`src/rtl/tlul_source_remap.sv`:
```
// tlul_source_remap: TL-UL source-ID adapter from a wide host source to a narrow
// device source. Each request takes the lowest free device slot, and the slot
// remembers the host ID. The response gets its host ID back from the slot, and
// the slot is freed.
// Optional occupancy statistics are enabled by defining TLUL_SOURCE_REMAP_STATS_EN.
module tlul_source_remap #(
    parameter int HOST_SIW = 10,
    parameter int DEV_SIW  = 2,
    parameter int APW      = 104,
    parameter int DPW      = 80
) (
    input  logic                clk_i,
    input  logic                rst_ni,
    input  logic                h_a_valid_i,
    output logic                h_a_ready_o,
    input  logic [HOST_SIW-1:0] h_a_source_i,
    input  logic [APW-1:0]      h_a_payload_i,
    output logic                d_a_valid_o,
    input  logic                d_a_ready_i,
    output logic [DEV_SIW-1:0]  d_a_source_o,
    output logic [APW-1:0]      d_a_payload_o,
    input  logic                d_d_valid_i,
    output logic                d_d_ready_o,
    input  logic [DEV_SIW-1:0]  d_d_source_i,
    input  logic [DPW-1:0]      d_d_payload_i,
    output logic                h_d_valid_o,
    input  logic                h_d_ready_i,
    output logic [HOST_SIW-1:0] h_d_source_o,
    output logic [DPW-1:0]      h_d_payload_o,
    output logic                busy_o,
    output logic                err_o
`ifdef TLUL_SOURCE_REMAP_STATS_EN
    ,
    output logic [DEV_SIW:0]    occ_o,
    output logic [DEV_SIW:0]    occ_max_o
`endif
);

    localparam int NSLOT = 1 << DEV_SIW;

    logic [NSLOT-1:0]    vld_q;
    logic [NSLOT-1:0]    vld_d;
    logic [HOST_SIW-1:0] src_q [NSLOT];
    logic                err_q;
    logic                full;
    logic [DEV_SIW-1:0]  alloc_idx;
    logic                a_hs;
    logic                d_hs;
    logic                d_slot_live;

    assign full        = &vld_q;
    assign d_a_valid_o = h_a_valid_i & ~full;
    assign h_a_ready_o = d_a_ready_i & ~full;
    assign d_a_source_o  = alloc_idx;
    assign d_a_payload_o = h_a_payload_i;
    assign a_hs = d_a_valid_o & d_a_ready_i;

    assign h_d_valid_o   = d_d_valid_i;
    assign d_d_ready_o   = h_d_ready_i;
    assign h_d_payload_o = d_d_payload_i;
    assign d_hs = d_d_valid_i & h_d_ready_i;

    // A response to a free slot still passes, but carries host ID 0 rather than a stale ID
    assign d_slot_live  = vld_q[d_d_source_i];
    assign h_d_source_o = (d_d_valid_i && !d_slot_live) ? '0 : src_q[d_d_source_i];

    assign busy_o = |vld_q;
    assign err_o  = err_q;

    // Find the lowest free slot. Only registered state is used, so a same-cycle free does not feed back into A
    always_comb begin
        alloc_idx = '0;
        for (int i = NSLOT - 1; i >= 0; i--) begin
            if (!vld_q[i]) alloc_idx = DEV_SIW'(i);
        end
    end

    // Next slot occupancy: the D free is applied first, then the A allocation
    always_comb begin
        vld_d = vld_q;
        if (d_hs) vld_d[d_d_source_i] = 1'b0;
        if (a_hs) vld_d[alloc_idx] = 1'b1;
    end

    // Slot valid bits and sticky error for responses to unallocated slots
    always_ff @(posedge clk_i or negedge rst_ni) begin
        if (!rst_ni) begin
            vld_q <= '0;
            err_q <= 1'b0;
        end else begin
            vld_q <= vld_d;
            if (d_hs && !d_slot_live) err_q <= 1'b1;
        end
    end

    // Host-ID table, written on each accepted request
    always_ff @(posedge clk_i or negedge rst_ni) begin
        if (!rst_ni) begin
            for (int i = 0; i < NSLOT; i++) src_q[i] <= '0;
        end else if (a_hs) begin
            src_q[alloc_idx] <= h_a_source_i;
        end
    end

`ifdef TLUL_SOURCE_REMAP_STATS_EN
    function automatic logic [DEV_SIW:0] popcount(input logic [NSLOT-1:0] v);
        logic [DEV_SIW:0] c;
        c = '0;
        for (int i = 0; i < NSLOT; i++) c = c + {{DEV_SIW{1'b0}}, v[i]};
        return c;
    endfunction

    logic [DEV_SIW:0] occ_d;
    logic [DEV_SIW:0] occ_q;
    logic [DEV_SIW:0] occ_max_q;

    assign occ_d     = popcount(vld_d);
    assign occ_o     = occ_q;
    assign occ_max_o = occ_max_q;

    // Occupancy follows vld_q cycle for cycle; the watermark only ever rises until reset
    always_ff @(posedge clk_i or negedge rst_ni) begin
        if (!rst_ni) begin
            occ_q     <= '0;
            occ_max_q <= '0;
        end else begin
            occ_q <= occ_d;
            if (occ_d > occ_max_q) occ_max_q <= occ_d;
        end
    end
`endif

endmodule

```
`config.mk`:
```
export PLATFORM = sky130hd
export DESIGN_NAME = tlul_source_remap
export DESIGN_NICKNAME = d
export VERILOG_FILES = /design/src/rtl/tlul_source_remap.sv
export SDC_FILE = /design/constraint.sdc
export NUM_CORES = 1
export LEC_CHECK = 0
export BUFFER_PORTS_ARGS = -buffer_cell sky130_fd_sc_hd__buf_2
export CORE_AREA = 5 5 156 158
export DETAILED_ROUTE_END_ITERATION = 8
export DIE_AREA = 0 0 161 163
export PLACE_DENSITY_LB_ADDON = 0.3
export SYNTH_ARGS = -nofsm -noshare
export SYNTH_HDL_FRONTEND = slang
export SYNTH_SLANG_ARGS = --single-unit
export TNS_END_PERCENT = 1
```
`constraint.sdc`:
```
create_clock -name clk_i -period 2.2 [get_ports clk_i]
set_clock_uncertainty 0.2 [all_clocks]
set_input_delay 0.44 -clock clk_i [delete_from_list [all_inputs] [get_ports clk_i]]
set_output_delay 0.44 -clock clk_i [all_outputs]
set_load 0.05 [all_outputs]
```
==> impl_results.md, run 1 <==
- CTS sink count: between 40 and 50
- Ys Warns: 0
- Arrival time worst endpoint: between 1.5 and 2 ns
- Reg2Reg Depth: 5
- Routed Antenna Nets: 0
- Routability cong.: between 0.7 and 0.8
- Utilization after layout: 0.132
- VDD IR max: roughly 0.55 mV
- DIE HEIGHT: between 150 and 200 µm
- Vias in the first global route: about 1,900
- Switch share: 0.360
- Number of library cell types mapped by synthesis: 27
- Crit path max-delay family: multiplexers
- Via density: 3.35
- Worst-margin pin slew: around 0.5 ns
- Setup ws final: -0.205 ns
- Number of cells on the critical path: 5
- Setup TNS: -1.87 ns
- CP bufs+invs: 2
- Synthesized area: 3520 µm²
- Worst R2R Setup Slack: ~0.43 ns
- Global route hottest layer: met2
- CP Class: flip-flop to output pin
- Crit-path cells: mux4_2 -> nor2b_4 -> buf_4 -> nor2b_2 -> buf_4
- Total CTS buffers: 5
- Worst EP required: ~1.6 ns
- Combinational Power Share: 0.465
- CP most frequent cell: buf_4
- Failing checks: setup timing
- F_max: slightly above 400 MHz
- PortBufs: 35
- H-tree depth: 2
- Worst hold-check slack: 0.229 ns
- Critical path capture point: h_d_source_o[9]
- Layout area overhead: -13.9%
- Worst Hold Launch: h_a_source_i[2]
- Chip Width: 161 µm
- First-pass GRT wire length: approximately 19,000 µm
- Clock Tree Buf Depth: 2
- Slowest Stage Delay on Critical Path: between 0.5 and 0.6 ns
- CTS tree: yes
- Via count: 1,627
- CP Max Fanout: 3
- Reg power frac: 0.356
- Crit path max-delay cell type: mux4_2
- Pint: ~0.0026 W
- DP Worst Slack: -0.171 ns
- FP Rows: 56
- Final net count: between 300 and 400
- Mapped Cells: 326
- Synth Net Count: around 530
- Ports: roughly 400
- Worst-Skew Late Latency: 0.28 ns
- Pwr Density: 1320 nW/µm²
- RR Endpoint: src_q[6]$_DFFE_PN0P_
- Post-Syn Area per Cell: roughly 11 µm²
- Max cap viols: 0
- Initial antenna violation count: 0
- GR Util All Layers: 0.105
- Largest net degree at the start of global routing: 27
- Full die area: around 26,000 µm²
- DRC Markers: 0
- Worst slew margin: 0.668
- Final period util: 1.09
- Post-synthesis sequential area ratio: 0.320
- Worst hold path class: input port to flip-flop
- GR Util met3: 0.163
- Final worst path period need: between 2 and 2.5 ns
- Met2 usage: 0.165
- Clock transition at path regs: 0.06 ns
- Detailed Route Iter0 Violations: 21
- Drt first pass iters: 4
- Root buf cell: clkbuf_16
- FF+latch count, synth: between 40 and 50
- Reg2reg start: vld_q[1]$_DFF_PN0_
- Critical path origin: vld_q[3]$_DFF_PN0_
- Post-DR wirelength/cell: approximately 30 µm
- Placeable Area: roughly 23,000 µm²
- Detailed placer's ending HPWL: 12,900 µm
- RSZ-0062 raised after global routing: yes
- Final WL: between 10,000 and 15,000 µm
- Starting Density: 0.153
- Clock share of power: 0.180
- Max-slew violation count: 0
- Final hold violations: 0
- Startpoint Class: flip-flop
- Routing usage on met1: 0.0595
- Net Sw Power: about 0.0014 W
- Total gr overflow: 0
- LEAKAGE: between 1 and 1.5 nW
- Final Setup Violations: 10
- Status: finished with violations
- ANT cells: 0
- Worst setup EP type: output pin
- Share of cells above drive strength 1: 0.638
[placed cells by master (no fill, tap or decap), drive strengths merged]
cell,Yosys,final
nand4b,1,1
nor2,2,2
clkbuf,2,6
mux2,40,40
nand2,4,4
clkinv,0,2
nand4,3,3
o21ai,3,3
o31ai,1,1
nand3,2,2
nand3b,1,1
a21boi,1,1
o21bai,1,1
a21oi,1,1
or4,1,1
buf,192,55
dlygate4sd3,0,1
nor2b,11,11
and2,2,2
a21o,1,1
nand2b,1,1
dfrtp,45,45
mux4,11,11
[per-layer routing]
layer	up-vias	routed length (µm)	part of all wire
li1	628	-	-
met1	741	2740	0.19
met2	223	6810	0.47
met3	33	4740	0.32
met4	2	212	0.015
met5	-	111	0.0076
[flip-flops by register name (all words and copies together) (netlist names)]
register,cells
err_o,1
src_q,40
vld_q,4
[worst min-delay path by stage]
stage | endpoint | slack (ns) | depth (start not counted)
after floorplan | err_o$_DFFE_PN0P_ | -0.06 | 0
after detailed placement | src_q[8]$_DFFE_PN0P_ | 0.23 | 1
final | src_q[12]$_DFFE_PN0P_ | 0.23 | 2
after CTS | src_q[34]$_DFFE_PN0P_ | 0.22 | 2
after global routing | src_q[12]$_DFFE_PN0P_ | 0.23 | 2
after global placement | src_q[8]$_DFFE_PN0P_ | 0.23 | 1
[per-stage QoR]
step           std cells  instance area [µm²]  power (W)
6_report             486                 3030    0.00399
5_1_grt              486                 3030    0.00424
4_1_cts              485                 3020    0.00407
3_5_place_dp         475                 2800    0.00316
3_3_place_gp         475                 2800    0.00313
2_1_floorplan        326                 3520    0.00354
[logic make-up after synthesis]
kind of cell | share of synthesized area
flip-flops | 0.320
AND/OR/NAND/NOR | 0.0562
multiplexers | 0.200
AO/OA/AOI/OAI | 0.0142
buffers and inverters | 0.410
[worst register-to-register path, stage by stage, from the launching register on]
cell	delay, ns
dfrtp_1	0.36
buf_4	0.15
nand4_1	0.18
nor2_1	0.23
buf_12	0.18
mux2_2	0.35
[power groups by stage]
stage / sequential [W] / combinational, W / clock, W
after floorplan: 0.00138 / 0.00216 / 0
after global placement: 0.00143 / 0.00170 / 0
after detailed placement: 0.00144 / 0.00172 / 0
after CTS: 0.00142 / 0.00188 / 0.000760
after global routing: 0.00147 / 0.00198 / 0.000786
final: 0.00142 / 0.00186 / 0.000717
[timing repair]
action / in CTS / in global routing
endpoints found under the hold margin: 19 / 0
endpoints found under the setup margin: 11 / 11
buffers inserted: 1 / 1
hold buffers: 1 / 0
gates resized for setup: 21 / 0
[synthesized netlist by cell type (all sizes together)]
cell type	instances	area share
buf	192	0.41
dfrtp	45	0.32
mux2	40	0.13
mux4	11	0.072
nor2b	11	0.029
nand2	4	0.0043
nand4	3	0.0053
o21ai	3	0.0043
and2	2	0.0036
clkbuf	2	0.0025
nand3	2	0.0028
nor2	2	0.0028
a21boi	1	0.0021
a21o	1	0.0021
a21oi	1	0.0014
nand2b	1	0.0018
nand3b	1	0.0021
nand4b	1	0.0025
o21bai	1	0.0021
o31ai	1	0.0021
or4	1	0.0021
[layout make-up]
class | count | area (µm²)
multi-input cells | 87 | 953
clock buffers | 6 | 129
clock inverters | 2 | 10.0
repair buffers | 56 | 447
flip-flops and latches | 45 | 1130
well taps | 290 | 363
fillers | 2592 | 20000
Power figures use the tool's default switching activity.
==> run 2: changes to the inputs <==
ABC_AREA = 1   (was not set)
==> impl_results.md, run 2 <==
- Status: completed
- Ports: between 400 and 500
- Root buf cell: clkbuf_16
- Post-DR wirelength/cell: a little under 20 µm
- Most frequent cells in the layout: nand2_1, dfrtp_1, nand3_1
- DP Worst Slack: -0.0865 ns
- FP Rows: between 50 and 60
- Routed Antenna Nets: 0
- Worst Hold Launch: h_a_source_i[2]
- F_max: 470 MHz
- LEAKAGE: ~1.6 nW
- CP Max Fanout: 4
- Worst hold stages: 3
- RR Endpoint: src_q[36]$_DFFE_PN0P_
- Pwr Density: ~1200 nW/µm²
- Worst-margin pin slew: about 0.49 ns
- Post-synthesis sequential area ratio: 0.310
- Worst-Skew Late Latency: 0.28 ns
- Max cap viols: 0
- Largest register FFs: 40
- Total CTS buffers: 5
- Max-slew violation count: 0
- Reg2reg start: vld_q[2]$_DFF_PN0_
- Worst slew margin: 0.672
- Reg2Reg Depth: 8
- Worst hold path class: input port to flip-flop
- CTS sink count: 45
- Post-Syn Area per Cell: 7.50 µm²
- Worst hold endpoint: src_q[22]$_DFFE_PN0P_
- Detailed Route Iter0 Violations: around 150
- Worst setup EP type: output pin
- CP most frequent cell: buf_4
- Yosys top cell by area: buf_4
- Initial antenna violation count: 0
- Setup ws final: between 0.07 and 0.08 ns
- Final hold violations: 0
- Worst R2R Setup Slack: between 0.2 and 0.3 ns
- Final worst path period need: between 2 and 2.5 ns
- Startpoint Class: flip-flop
- Largest cells by area after synthesis: buf_4, dfrtp_1, nand2_1, nand3_1, inv_1
- Mapped Cells: between 400 and 500
- Fin area: around 3100 µm²
- Number of library cell types mapped by synthesis: 21
- Final Setup Violations: 0
- CTS tree: yes
- Layout area overhead: -13.3%
- Most instantiated library cell after synthesis: buf_4
- Crit path max-delay cell type: dfrtp_1
- GR Util All Layers: 0.0920
- Detailed placer's ending HPWL: approximately 10,000 µm
- CP Class: flip-flop to output pin
- Ys Warns: 0
- Largest net degree at the start of global routing: 46
- EDFF count, synth: 0
- Most common cell after layout, fill and taps aside: nand2_1
- Synthesized area: between 3000 and 4000 µm²
- DIE HEIGHT: 163 µm
- PortBufs: 35
- Crit-path cells: buf_4 -> buf_4 -> nand2_1 -> nor2_4 -> nor2_1 -> buf_4
- Vias in the first global route: between 2,000 and 2,500
- H-tree depth: 2
- Drt first pass iters: 4
- Prevailing post-synth register cell: dfrtp_1
- Final period util: 0.967
- Via density: approximately 3.6
- Slowest Stage Delay on Critical Path: ~0.4 ns
- Synth Net Count: roughly 690
- Clock transition at path regs: around 0.060 ns
- Via count: around 2,300
- Placeable Area: 23,000 µm²
- Total gr overflow: 0
- Arrival time worst endpoint: roughly 1.5 ns
- Placed inst area: around 2900 µm²
- Chip Width: about 160 µm
- DRC Markers: 0
- Clock Tree Buf Depth: 2
- FF+latch count, synth: 45
- Worst EP required: 1.56 ns
- Starting Density: 0.158
- Most instantiated cells after synthesis: buf_4, nand2_1, dfrtp_1, nand3_1, inv_1
- ANT cells: 0
- Fill cells: ~2,600
- RSZ-0062 raised after global routing: yes
- Async set or reset register ratio after synthesis: 1.00
- Routability cong.: about 0.75
- Share of cells above drive strength 1: 0.238
- Share of the synthesized area in the top cell type: 0.391
- Final net count: 551
- Final WL: around 13,000 µm
- VDD IR max: roughly 0.30 mV
- First-pass GRT wire length: 17,600 µm
- Most flops, register: src_q
- Full die area: around 26,000 µm²
-- run 2: changes by cell type in the layout (fill, tap and decap cells not counted), sizes merged, moves of 9 or more --
cell	previous run	this run
nor2b	11	0
nor2	2	11
nand2	4	134
o21ai	3	15
mux2	40	0
nand3	2	32
nand4	3	12
inv	0	30
mux4	11	0
-- run 2: timing repair --
item | CTS | global route
setup buffers | 2 | 1
hold endpoints to repair | 45 | 0
endpoints found under the setup margin | 10 | 10
hold buffers | 1 | 0
pin swaps | 2 | 3
gates resized for setup | 28 | 12
-- run 2: layer usage --
layer  global-route usage  vias up  part of all wire
met1               0.0765     1014              0.27
met3               0.0823       56              0.20
met5              0.00758        -                 0
met4               0.0442        0             0.044
met2                0.151      176              0.48
li1                     -     1038                 -
-- run 2: layout make-up --
cell class	instances	area (µm²)	share of cell area
timing repair buffer	57	455	0.145
sequential	45	1130	0.358
inverter	31	116	0.0370
multi-input combinational	209	943	0.300
tap	290	363	0.115
clock buffer	7	143	0.0453
-- run 2: cell families (layout without fill, tap and decap cells) --
logic type / count (synthesis) / after routing / synth area share
compound gates: 18 / 18 / 0.0266
flops: 45 / 45 / 0.310
simple gates: 191 / 191 / 0.227
buf+inv: 230 / 95 / 0.436
-- run 2: worst max-delay path, delay by kind of cell, from the launching register on --
kind	cells	cell delay (ns)
buffers and inverters	3	0.49
DFF	1	0.39
and+or+nand+nor	3	0.33
-- run 2: report_power, final --
group          internal (W)  switching [W]
clock              0.000447       0.000306
sequential          0.00121       0.000214
combinational      0.000606        0.00114
-- run 2: worst max-delay path by stage --
| stage | startpoint | end | slack (ns) | cells after the start |
|---|---|---|---|---|
| after detailed placement | d_d_source_i[1] | h_d_source_o[7] | -0.09 | 10 |
| after global routing | vld_q[0]$_DFF_PN0_ | h_d_source_o[7] | -0.009 | 8 |
| after floorplan | vld_q[1]$_DFF_PN0_ | src_q[11]$_DFFE_PN0P_ | 0.18 | 7 |
| after global placement | d_d_source_i[1] | h_d_source_o[7] | -0.1 | 10 |
| final | vld_q[2]$_DFF_PN0_ | h_a_ready_o | 0.07 | 6 |
| after CTS | vld_q[1]$_DFF_PN0_ | h_d_source_o[7] | -0.005 | 8 |
-- run 2: metrics by stage --
step | std cells | hold WS, ns | power, W | utilization | TNS [ns]
floorplan | 484 | -0.0556 | 0.00338 | - | 0
global placement | 628 | 0.254 | 0.00305 | 0.125 | -0.666
detailed placement | 628 | 0.257 | 0.00305 | 0.125 | -0.521
CTS | 638 | 0.244 | 0.00395 | 0.136 | -0.00713
global route | 639 | 0.248 | 0.00424 | 0.137 | -0.0112
finish | 639 | 0.243 | 0.00392 | 0.137 | 0
==> run 3: changes to the inputs <==
clock period = 2.4 ns   (was 2.2 ns; I/O delays follow)
==> impl_results.md, run 3 (same netlist as run 2, synthesis figures left out) <==
- Largest register FFs: 40
- Switch share: 0.425
- Placeable Area: 23,000 µm²
- Most flops, register: src_q
- DIE HEIGHT: ~160 µm
- Worst slew margin: 0.586
- Final worst path period need: about 2.3 ns
- Fill cells: 2,650
- Reg2Reg Depth: 5
- Slowest Stage Delay on Critical Path: 0.41 ns
- Combinational Power Share: 0.399
- Multi-input gate area: between 900 and 1000 µm²
- Share of cells above drive strength 1: 0.194
- Full die area: about 26,000 µm²
- First-pass GRT wire length: about 17,000 µm
- Final net count: roughly 540
- Ports: between 400 and 500
- CP Class: flip-flop to output pin
- CP Max Fanout: 6
- Clock transition at path regs: roughly 0.06 ns
- Final period util: 0.972
- Post-DR wirelength/cell: approximately 20 µm
- Initial antenna violation count: 0
- Setup ws final: 0.0676 ns
- Root buf cell: clkbuf_16
- DRC Markers: 0
- PortBufs: 35
- Crit path max-delay cell type: dfrtp_1
- LEAKAGE: approximately 1.5 nW
- ANT cells: 0
- RR Endpoint: src_q[31]$_DFFE_PN0P_
- Arrival time worst endpoint: around 1.7 ns
- Worst hold-check slack: between 0.09 and 0.1 ns
- Via count: 2,270
- CP bufs+invs: 4
- Detailed Route Iter0 Violations: between 100 and 150
- GR Util All Layers: 0.0902
- CTS tree: yes
- Fin area: 3010 µm²
- Worst setup EP type: output pin
- H-tree depth: 2
- Startpoint Class: flip-flop
- Worst-Skew Late Latency: 0.28 ns
- Max-slew violation count: 0
- Crit path max-delay family: buffers and inverters
- Worst hold path class: input port to async pin
- Detailed placer's ending HPWL: about 10000 µm
- Reg power frac: 0.381
- Via density: ~3.6
- Final hold violations: 0
- DP Worst Slack: approximately 0.059 ns
- Reg2reg start: vld_q[2]$_DFF_PN0_
- Placed inst area: 2820 µm²
- Routability cong.: 0.740
- Pint: between 0.002 and 0.0025 W
- Utilization after layout: 0.131
- Clock Tree Buf Depth: 2
- Largest net degree at the start of global routing: between 40 and 50
- Layout area overhead: -17.0%
- Final WL: 12,600 µm
- Worst R2R Setup Slack: approximately 0.61 ns
- Worst EP required: 1.72 ns
- Status: completed
- Routed Antenna Nets: 0
- Vias in the first global route: ~2,300
- Worst-margin pin slew: roughly 0.62 ns
- Total CTS buffers: 5
- F_max: between 400 and 500 MHz
- Crit-path cells: inv_1 -> o21ai_0 -> nand2_1 -> nand3_2 -> buf_4 -> nand2_1 -> inv_1 -> clkbuf_4
- Net Sw Power: roughly 0.0015 W
- Register area: 1130 µm²
- Drt first pass iters: 4
- Most frequent cells in the layout: nand2_1, dfrtp_1, nand3_1
- Pwr Density: 1160 nW/µm²
- Max cap viols: 0
- Most common cell after layout, fill and taps aside: nand2_1
- Chip Width: between 150 and 200 µm
- Total gr overflow: 0
- FP Rows: 56
- Starting Density: 0.158
- VDD IR max: 0.306 mV
- Final Setup Violations: 0
- Clock share of power: 0.221
- CTS sink count: 45
## run 3: changes by cell type in the layout (fill, tap and decap cells not counted), moves of 4 or more
cell | before | now
buf_6 | 12 | 0
buf_2 | 23 | 28
inv_2 | 5 | 1
nand2_1 | 129 | 133
nand2_2 | 5 | 1
## run 3: final cells by class
type | count | share of cell area
clock buffer | 5 | 0.0415
clock inverter | 2 | 0.0116
inverter | 31 | 0.0386
multi-input combinational | 209 | 0.306
sequential | 45 | 0.374
tap | 290 | 0.120
timing repair buffer | 49 | 0.107
## run 3: worst register-to-register path, delay by kind of cell (launching register included)
family | cells | cell delay [ns]
flip-flops | 1 | 0.41
buffers and inverters | 1 | 0.13
AND/OR/NAND/NOR | 3 | 0.60
AO/OA/AOI/OAI | 1 | 0.34
## run 3: timing repair
item,CTS,global route
hold buffers,0,0
setup endpoints to repair,5,10
buffers inserted,0,1
resized for setup,1,13
## run 3: per-layer routing
| layer | up-vias | part of all wire | track usage |
|---|---|---|---|
| li1 | 1015 | - | - |
| met1 | 999 | 0.27 | 0.0769 |
| met2 | 201 | 0.47 | 0.143 |
| met3 | 55 | 0.21 | 0.0825 |
| met4 | 0 | 0.044 | 0.0454 |
| met5 | - | 0 | 0.00758 |
## run 3: power groups by stage
stage | registers (W) | clock network [W] | logic, W
3_5_place_dp | 0.00134 | 0 | 0.00139
4_1_cts | 0.00133 | 0.000793 | 0.00139
2_1_floorplan | 0.00127 | 0 | 0.00183
6_report | 0.00133 | 0.000773 | 0.00140
3_3_place_gp | 0.00134 | 0 | 0.00139
5_1_grt | 0.00137 | 0.000830 | 0.00156
## run 3: per-stage QoR
step,cells,setup TNS (ns),total power [W]
2_1_floorplan,484,0,0.00310
3_3_place_gp,623,0,0.00273
3_5_place_dp,623,0,0.00273
4_1_cts,630,0,0.00351
5_1_grt,631,-0.000225,0.00375
6_report,631,0,0.00350
## run 3: how the worst max path moves through the flow
stage / start / end / slack (ns) / cells past startpoint
CTS: vld_q[2]$_DFF_PN0_ / h_d_source_o[4] / 0.009 / 8
detailed placement: d_d_source_i[1] / h_d_source_o[7] / 0.06 / 10
floorplan: d_d_source_i[0] / h_d_source_o[0] / 0.32 / 7
global route: vld_q[2]$_DFF_PN0_ / h_d_source_o[8] / -0.0002 / 8
global placement: d_d_source_i[1] / h_d_source_o[0] / 0.07 / 10
finish: vld_q[2]$_DFF_PN0_ / h_d_source_o[0] / 0.07 / 8
